===== src/rtl/spi_flash_block.sv =====
// Single-shot SPI (mode 0) master: after reset it sends {CMD, ADDR} MSB first,
// then reads NUM_BYTES response bytes from a serial NOR flash. SCK = clk/2.
module spi_flash_block #(
  parameter logic [7:0]  CMD       = 8'h90,
  parameter logic [23:0] ADDR      = 24'h000000,
  parameter int unsigned NUM_BYTES = 2
) (
  input  logic       clk,
  input  logic       reset,
  output logic       out_bit,
  input  logic       out,
  output logic [7:0] data_out_sim,
  output logic       chip_select,
  output logic       data_clk
);

  typedef enum logic [1:0] {
    IDLE,
    SHIFT_OUT,
    SHIFT_IN,
    DONE
  } state_t;

  localparam int unsigned BYTE_W = (NUM_BYTES < 2) ? 1 : $clog2(NUM_BYTES);
  localparam logic [BYTE_W-1:0] LAST_BYTE = BYTE_W'(NUM_BYTES - 1);
  localparam logic [BYTE_W-1:0] BYTE_ONE  = BYTE_W'(1);
  localparam logic [5:0]        LAST_TX_BIT = 6'd31;
  localparam logic [5:0]        BITS_PER_BYTE = 6'd8;

  state_t            state_q, state_d;
  logic [5:0]        bit_cnt_q, bit_cnt_d;
  logic [BYTE_W-1:0] byte_cnt_q, byte_cnt_d;
  logic [31:0]       tx_sr_q, tx_sr_d;
  logic [7:0]        rx_sr_q, rx_sr_d;
  logic              cs_d, sck_d, mosi_d;
  logic [7:0]        dout_d;

  // NOTE: reset is sampled on the clock edge only (synchronous), and every
  // register uses non-blocking assignment so all flops update together.
  always_ff @(posedge clk) begin
    if (reset) begin
      state_q      <= IDLE;
      bit_cnt_q    <= '0;
      byte_cnt_q   <= '0;
      tx_sr_q      <= '0;
      rx_sr_q      <= '0;
      chip_select  <= 1'b1;
      data_clk     <= 1'b0;
      out_bit      <= 1'b0;
      data_out_sim <= 8'h00;
    end else begin
      state_q      <= state_d;
      bit_cnt_q    <= bit_cnt_d;
      byte_cnt_q   <= byte_cnt_d;
      tx_sr_q      <= tx_sr_d;
      rx_sr_q      <= rx_sr_d;
      chip_select  <= cs_d;
      data_clk     <= sck_d;
      out_bit      <= mosi_d;
      data_out_sim <= dout_d;
    end
  end

  // Next-state logic; outputs are computed here as next values and registered above.
  always_comb begin
    // NOTE: every variable gets a default first so no path leaves it unassigned (no latches).
    state_d    = state_q;
    bit_cnt_d  = bit_cnt_q;
    byte_cnt_d = byte_cnt_q;
    tx_sr_d    = tx_sr_q;
    rx_sr_d    = rx_sr_q;
    cs_d       = chip_select;
    sck_d      = 1'b0;
    mosi_d     = out_bit;
    dout_d     = data_out_sim;

    unique case (state_q)
      IDLE: begin
        cs_d      = 1'b0;
        mosi_d    = CMD[7];
        tx_sr_d   = {CMD[6:0], ADDR, 1'b0};
        bit_cnt_d = '0;
        state_d   = SHIFT_OUT;
      end

      SHIFT_OUT: begin
        cs_d  = 1'b0;
        sck_d = ~data_clk;
        // The flash samples on the rising edge; present the next bit on the falling edge.
        if (data_clk) begin
          if (bit_cnt_q == LAST_TX_BIT) begin
            state_d    = SHIFT_IN;
            mosi_d     = 1'b0;
            bit_cnt_d  = '0;
            byte_cnt_d = '0;
            rx_sr_d    = '0;
          end else begin
            mosi_d    = tx_sr_q[31];
            tx_sr_d   = {tx_sr_q[30:0], 1'b0};
            bit_cnt_d = bit_cnt_q + 6'd1;
          end
        end
      end

      SHIFT_IN: begin
        cs_d   = 1'b0;
        mosi_d = 1'b0;
        sck_d  = ~data_clk;
        if (!data_clk) begin
          // Rising SCK edge: the flash updated SO on the previous falling edge.
          rx_sr_d   = {rx_sr_q[6:0], out};
          bit_cnt_d = bit_cnt_q + 6'd1;
        end else if (bit_cnt_q == BITS_PER_BYTE) begin
          dout_d    = rx_sr_q;
          bit_cnt_d = '0;
          if (byte_cnt_q == LAST_BYTE) begin
            state_d = DONE;
          end else begin
            byte_cnt_d = byte_cnt_q + BYTE_ONE;
          end
        end
      end

      DONE: begin
        cs_d   = 1'b1;
        mosi_d = 1'b0;
      end

      default: state_d = IDLE;
    endcase
  end

endmodule


===== config.mk =====
export PLATFORM = sky130hd
export DESIGN_NAME = spi_flash_block
export DESIGN_NICKNAME = d
export VERILOG_FILES = /design/src/rtl/spi_flash_block.sv
export SDC_FILE = /design/constraint.sdc
export NUM_CORES = 1
export LEC_CHECK = 0
export CAP_MARGIN = 20
export CELL_PAD_IN_SITES_DETAIL_PLACEMENT = 1
export CELL_PAD_IN_SITES_GLOBAL_PLACEMENT = 2
export CORE_ASPECT_RATIO = 1.25
export CORE_UTILIZATION = 41
export DETAILED_ROUTE_END_ITERATION = 7
export DONT_BUFFER_PORTS = 1
export GPL_TIMING_DRIVEN = 0
export HOLD_SLACK_MARGIN = 0.06
export PLACE_DENSITY_LB_ADDON = 0.1
export SYNTH_ARGS = -nofsm -noshare
export SYNTH_HDL_FRONTEND = slang
export SYNTH_SLANG_ARGS = --single-unit

===== constraint.sdc =====
create_clock -name clk -period 5.4 [get_ports clk]
set_input_delay 1.08 -clock clk [delete_from_list [all_inputs] [get_ports clk]]
set_output_delay 1.08 -clock clk [all_outputs]
set_load 0.03 [all_outputs]

======== Word level (Yosys, flattened, before mapping) ========
Cells that the tools add are included.
storage, ports and cells
  RAM bits ................................ 0
  bits in read-only memories .............. 0
  latch bits .............................. 0
  register bits ........................... 60
  logic and storage cells ................. 68
  memories ................................ 0
operators by class
  divide/modulo/power cells ............... 0
  equality and inequality tests ........... 13
  $mul .................................... 0
  bitwise operators ....................... 2
  muxes and demuxes ....................... 28
  shift-type cells ........................ 0
  order comparisons ....................... 0
  reduce and logical (&&, ||, !) cells .... 14
  $add $sub $neg .......................... 2
operators by type and width
  cell                                                  number
  2-to-1 mux 32 bit                                     2
  one-hot mux 32 bit (2 select lines)                   1
  2-to-1 mux 6 bit                                      4
  2-to-1 mux 8 bit                                      3
  one-hot mux 6 bit (3 select lines)                    1
  one-hot mux 8 bit (2 select lines)                    1
  != test 2 bit (second input constant)                 7
  2-to-1 mux 2 bit                                      5
  AND reduction 3 bit                                   3
  2-to-1 mux 1 bit                                      7
  adder 6 x 1 -> 6 bit (second input constant)          1
  equality test 6 x 4 -> 1 bit (second input constant)  1
  equality test 6 x 5 -> 1 bit (second input constant)  1
  one-hot mux 2 bit (3 select lines)                    1
  AND reduction 6 bit                                   1
  OR reduction 2 bit                                    3
  AND reduction 5 bit                                   1
  equality test 2 bit (second input constant)           2
  one-hot mux 1 bit (2 select lines)                    2
  AND reduction 4 bit                                   1
  nonzero test 2 bit                                    2
  != test 3 bit (second input constant)                 1
  one-hot mux 1 bit (3 select lines)                    1
  nonzero test 3 bit                                    1
  5 further kinds                                       6

======== Depth between registers and ports, before layout ========
  depth in word-level cells ............... 5
  mapped depth ............................ 7
  mapped depth without buffers ............ 7

======== Least setup slack after synthesis ========
Ideal clock, no wire load.
  path type ............................... input to register
  start ................................... input reset
  end ..................................... register rx_sr_q[0]
  cell stages on the path ................. 4
  slack ................................... 3.510 ns
  setup time .............................. 0.062 ns
  data arrival time ....................... 1.829 ns
  cells stage by stage .................... inv_1 > o21ai_0 > a21oi_1 > a22o_1
RTL lines
  element                 RTL line  RTL
  start: declaration      9         input logic reset,
  end signal: assignment  56        rx_sr_q <= rx_sr_d;
  end: declaration        34        logic [7:0] rx_sr_q, rx_sr_d;

======== Worst setup path in the final report ========
  start ................................... register state_q[1]
  end ..................................... register bit_cnt_q[5]
between the ends
  longest elaborated chain between the ends .. 3
  elaborated cells between the ends (all ways) .. 8
  classes of those cells .................. eq/ne: 4; mux: 1; reduce/logical: 3
ends and longest elaborated chain
  element                                                RTL line  RTL
  start: declaration                                     30        state_t state_q, state_d;
  start signal: assignment                               52        state_q <= state_d;
  equality test 2 bit, or another cell as far along      77        unique case (state_q)
  != test 3 bit (no line), or another cell as far along  --
  AND reduction 3 bit (no line)                          --
  end signal: assignment                                 53        bit_cnt_q <= bit_cnt_d;
  end: declaration                                       31        logic [5:0] bit_cnt_q, bit_cnt_d;
Parallel ways exist; a longest one is shown, timed or not.
A chain may end at the register's enable or synchronous reset.

==> run summary <==
HP Class: reg -> reg
hpwl dp: 2.16 mm
drt drc: 0
Worst Path Buf+Inv: 2
Die W: 53.3 um
Max-Cap Viols: 0
crit path max fanout: 9
placer congestion estimate: 0.739
core area: 3030 sq um
WS Path Type: reg -> reg
Iter 0 DRT Violations: 21
part of the power in the clock network: 21.6%
Cell Count Post-Placement: 176
DR pass1 iterations: 4
relative slew slack: 38.0%
FFs w/ async S/R, synth: 0%
cts bufs inserted: 5
CTS Root Cell: clkbuf_4
first-pass GRT wire length: 5.05 mm
Syn Area/Cell: 9.62 sq um
Synth Area in XOR/XNOR: 0%
Post-Syn Instances: 140
post-CTS sizing: 0
main combinational cell family by area after synthesis: simple AND/OR/NAND/NOR gates
Hold Buf Count CTS: 0
WP data arrival: 2.44 ns
non-filler instance count after layout: 184
slowest stage delay, CP: 0.37 ns
Startpoint Class: flop
layout cells sized above 1: 8.11%
fin. max-slew vios: 0
H-tree Lvls: 2
mux contribution to synthesized area: 6.69%
Critical Path RT: 5.63 ns
Die Ht: 66.1 um
Worst R2R Path Depth: 7
total clock sinks: 31
initial antenna violation count: 0
R2R setup slack: 3.19 ns
Critical R2R Launch: state_q[1]$_SDFFE_PP0P_
Final Cell Area: 1450 sq um
worst skew pair latency: 0.33 ns
wire length per cell: 16.0 um
final hold slack: 0.463 ns
number of synthesized flops with an enable pin: 0
post-synthesis sequential area ratio: 46.1%
diodes inserted: 0
yosys warns: 0
total number of vias: 1,033
Main synth FF type: dfxtp_1
RSZ-0062 raised after global routing: no
Yosys reg bits: 31
Tot GR Track Use: 20.1%
Setup crit start: state_q[1]$_SDFFE_PP0P_
proportion of netlist area held by the largest area contributor: 46.1%
combinational power share: 31.6%
adder-cell share of the synthesized area: 7.43%
Post CTS Setup Buffer Count: 0
initial cell density of the core: 44.5%
post-synthesis simple-gate area fraction: 18.5%
CP top delay family: compound AO/OA/AOI/OAI gates
internal power: 372 uW
Slowest cell on crit path: dfxtp_1
pwr dens: 424 nW/um^2
fmax: 452 MHz
actual slew at the worst max-slew pin: 0.924 ns
placed standard-cell area: 1390 sq um
vias in the first global route: 1,069
Tmin final: 2.21 ns
Compound-Gate Fraction of Synth Area: 18.5%
final period utilization: 41.0%
P_leak: 0.000608 uW
Crit path depth: 7
Cell Area, Synth: 1350 sq um
Setup TNS: 0 ns
Antenna Nets Post-Route: 0
Final setup viols: 0
I/O pin count: 14
status: complete, no violations
part of the power in registers: 46.8%
clock slew at reported path FFs: 0.10 ns
CTS tree: done
Net Sw Power: 240 uW
Post-Syn Nets: 151
Layout Utilization: 47.7%
top cells by area, synth: dfxtp_1, ha_1, mux2i_1, a22o_1, nor2_1
post-synth cell types: 32
largest area contributor in the netlist: dfxtp_1
final hold viol count: 0
Max IR drop VDD: 0.288 mV
Critical Path Sink: bit_cnt_q[5]$_SDFFE_PP0P_
Critical Path, Cell by Cell: inv_1 -> ha_1 -> clkbuf_1 -> o21ai_0 -> a21oi_1 -> nand2b_1 -> o41ai_1
die footprint: 3520 sq um
synthesis-to-layout area growth: 7.34%
Layout Skew: 0.00934 ns
standard-cell rows: 22
GRT Residual Overflow: 0
reg2reg end: bit_cnt_q[5]$_SDFFE_PP0P_
CTS Buffer Depth: 2
CP Capture Type: flop
nets@finish: 158
pin count of the biggest net entering global routing: 11
Via-to-Cell Ratio: 5.61
WL final: 2.95 mm
I/O Buffers: 0
Sw Ratio: 39.2%
## cells by family after synthesis
family,Yosys count
AOI/OAI and AO/OA,35
adders and majority gates,8
buffers and inverters,10
DFF,31
muxes,9
and+or+nand+nor,47
## worst min-delay path by stage
stage / from / end / slack, ns / cells after the start
2_1_floorplan: tx_sr_q[30]$_SDFFE_PP0P_ / tx_sr_q[31]$_SDFFE_PP0P_ / 0.43 / 2
3_3_place_gp: tx_sr_q[29]$_SDFFE_PP0P_ / tx_sr_q[30]$_SDFFE_PP0P_ / 0.44 / 2
3_5_place_dp: tx_sr_q[29]$_SDFFE_PP0P_ / tx_sr_q[29]$_SDFFE_PP0P_ / 0.45 / 2
4_1_cts: tx_sr_q[29]$_SDFFE_PP0P_ / tx_sr_q[29]$_SDFFE_PP0P_ / 0.47 / 2
5_1_grt: tx_sr_q[29]$_SDFFE_PP0P_ / tx_sr_q[29]$_SDFFE_PP0P_ / 0.50 / 2
6_report: tx_sr_q[29]$_SDFFE_PP0P_ / tx_sr_q[30]$_SDFFE_PP0P_ / 0.46 / 2
## routing by layer
metal	global-route usage, %	vias up	share of wire, %
li1	-	516	-
met1	24.6	501	48
met4	6.91	0	1.3
met3	6.90	4	3.0
met2	32.2	12	48
met5	0	-	0
## layout by cell type (no fill, tap or decap), types with 3 or more instances in the layout
master	instances
o21ai_0	6
inv_1	7
nor2b_1	3
nand2_1	8
clkbuf_1	4
a22o_1	8
nor2_1	15
nand3_1	6
ha_1	8
a211oi_1	3
mux2i_1	9
dfxtp_1	31
a21oi_1	9
clkbuf_4	5
## worst min-delay path, delay by kind of cell (launching register included)
family,cells,cell delay (ns)
flip-flops,1,0.32
AND/OR/NAND/NOR,1,0.05
AO/OA/AOI/OAI,1,0.05
## per-stage QoR
step	setup WS, ns	total power [uW]
finish	3.19	613
global route	2.86	659
CTS	3.17	623
detailed placement	3.21	487
global placement	3.21	479
floorplan	3.51	435
## final cells by class
cell class	count	area, sq um
flip-flops and latches	31	621
well taps	36	45.0
inverters	7	26.3
plain buffers	3	11.3
clock inverters	2	12.5
multi-input cells	99	688
fillers	363	1580
clock buffers	6	41.3
## registers in the layout, summed over array words and instances, names as in the netlist
signal / cells
tx_sr_q: 3
state_q: 2
rx_sr_q: 8
byte_cnt_q: 1
out_bit: 1
data_clk: 1
chip_select: 1
bit_cnt_q: 6
data_out_sim: 8
## cell usage after synthesis, drive strengths merged, types with 2 or more instances
cell type and count:
nand3 6, dfxtp 31, nand4bb 2, a211oi 3
nor3b 2, and3 3, clkbuf 3, a22o 8
a21oi 9, o31ai 2, nand2b 2, nor2b 3
mux2i 9, nor2 15, o21ai 6, nand2 8
ha 8, inv 7, or2 2
## power groups by stage
stage / combinational, uW / clock [uW] / sequential [uW]
final: 194 / 132 / 287
after detailed placement: 194 / 0 / 293
after floorplan: 149 / 0 / 286
after global placement: 188 / 0 / 291
after CTS: 197 / 139 / 288
after global routing: 223 / 145 / 291
Power figures use the tool's default switching activity.
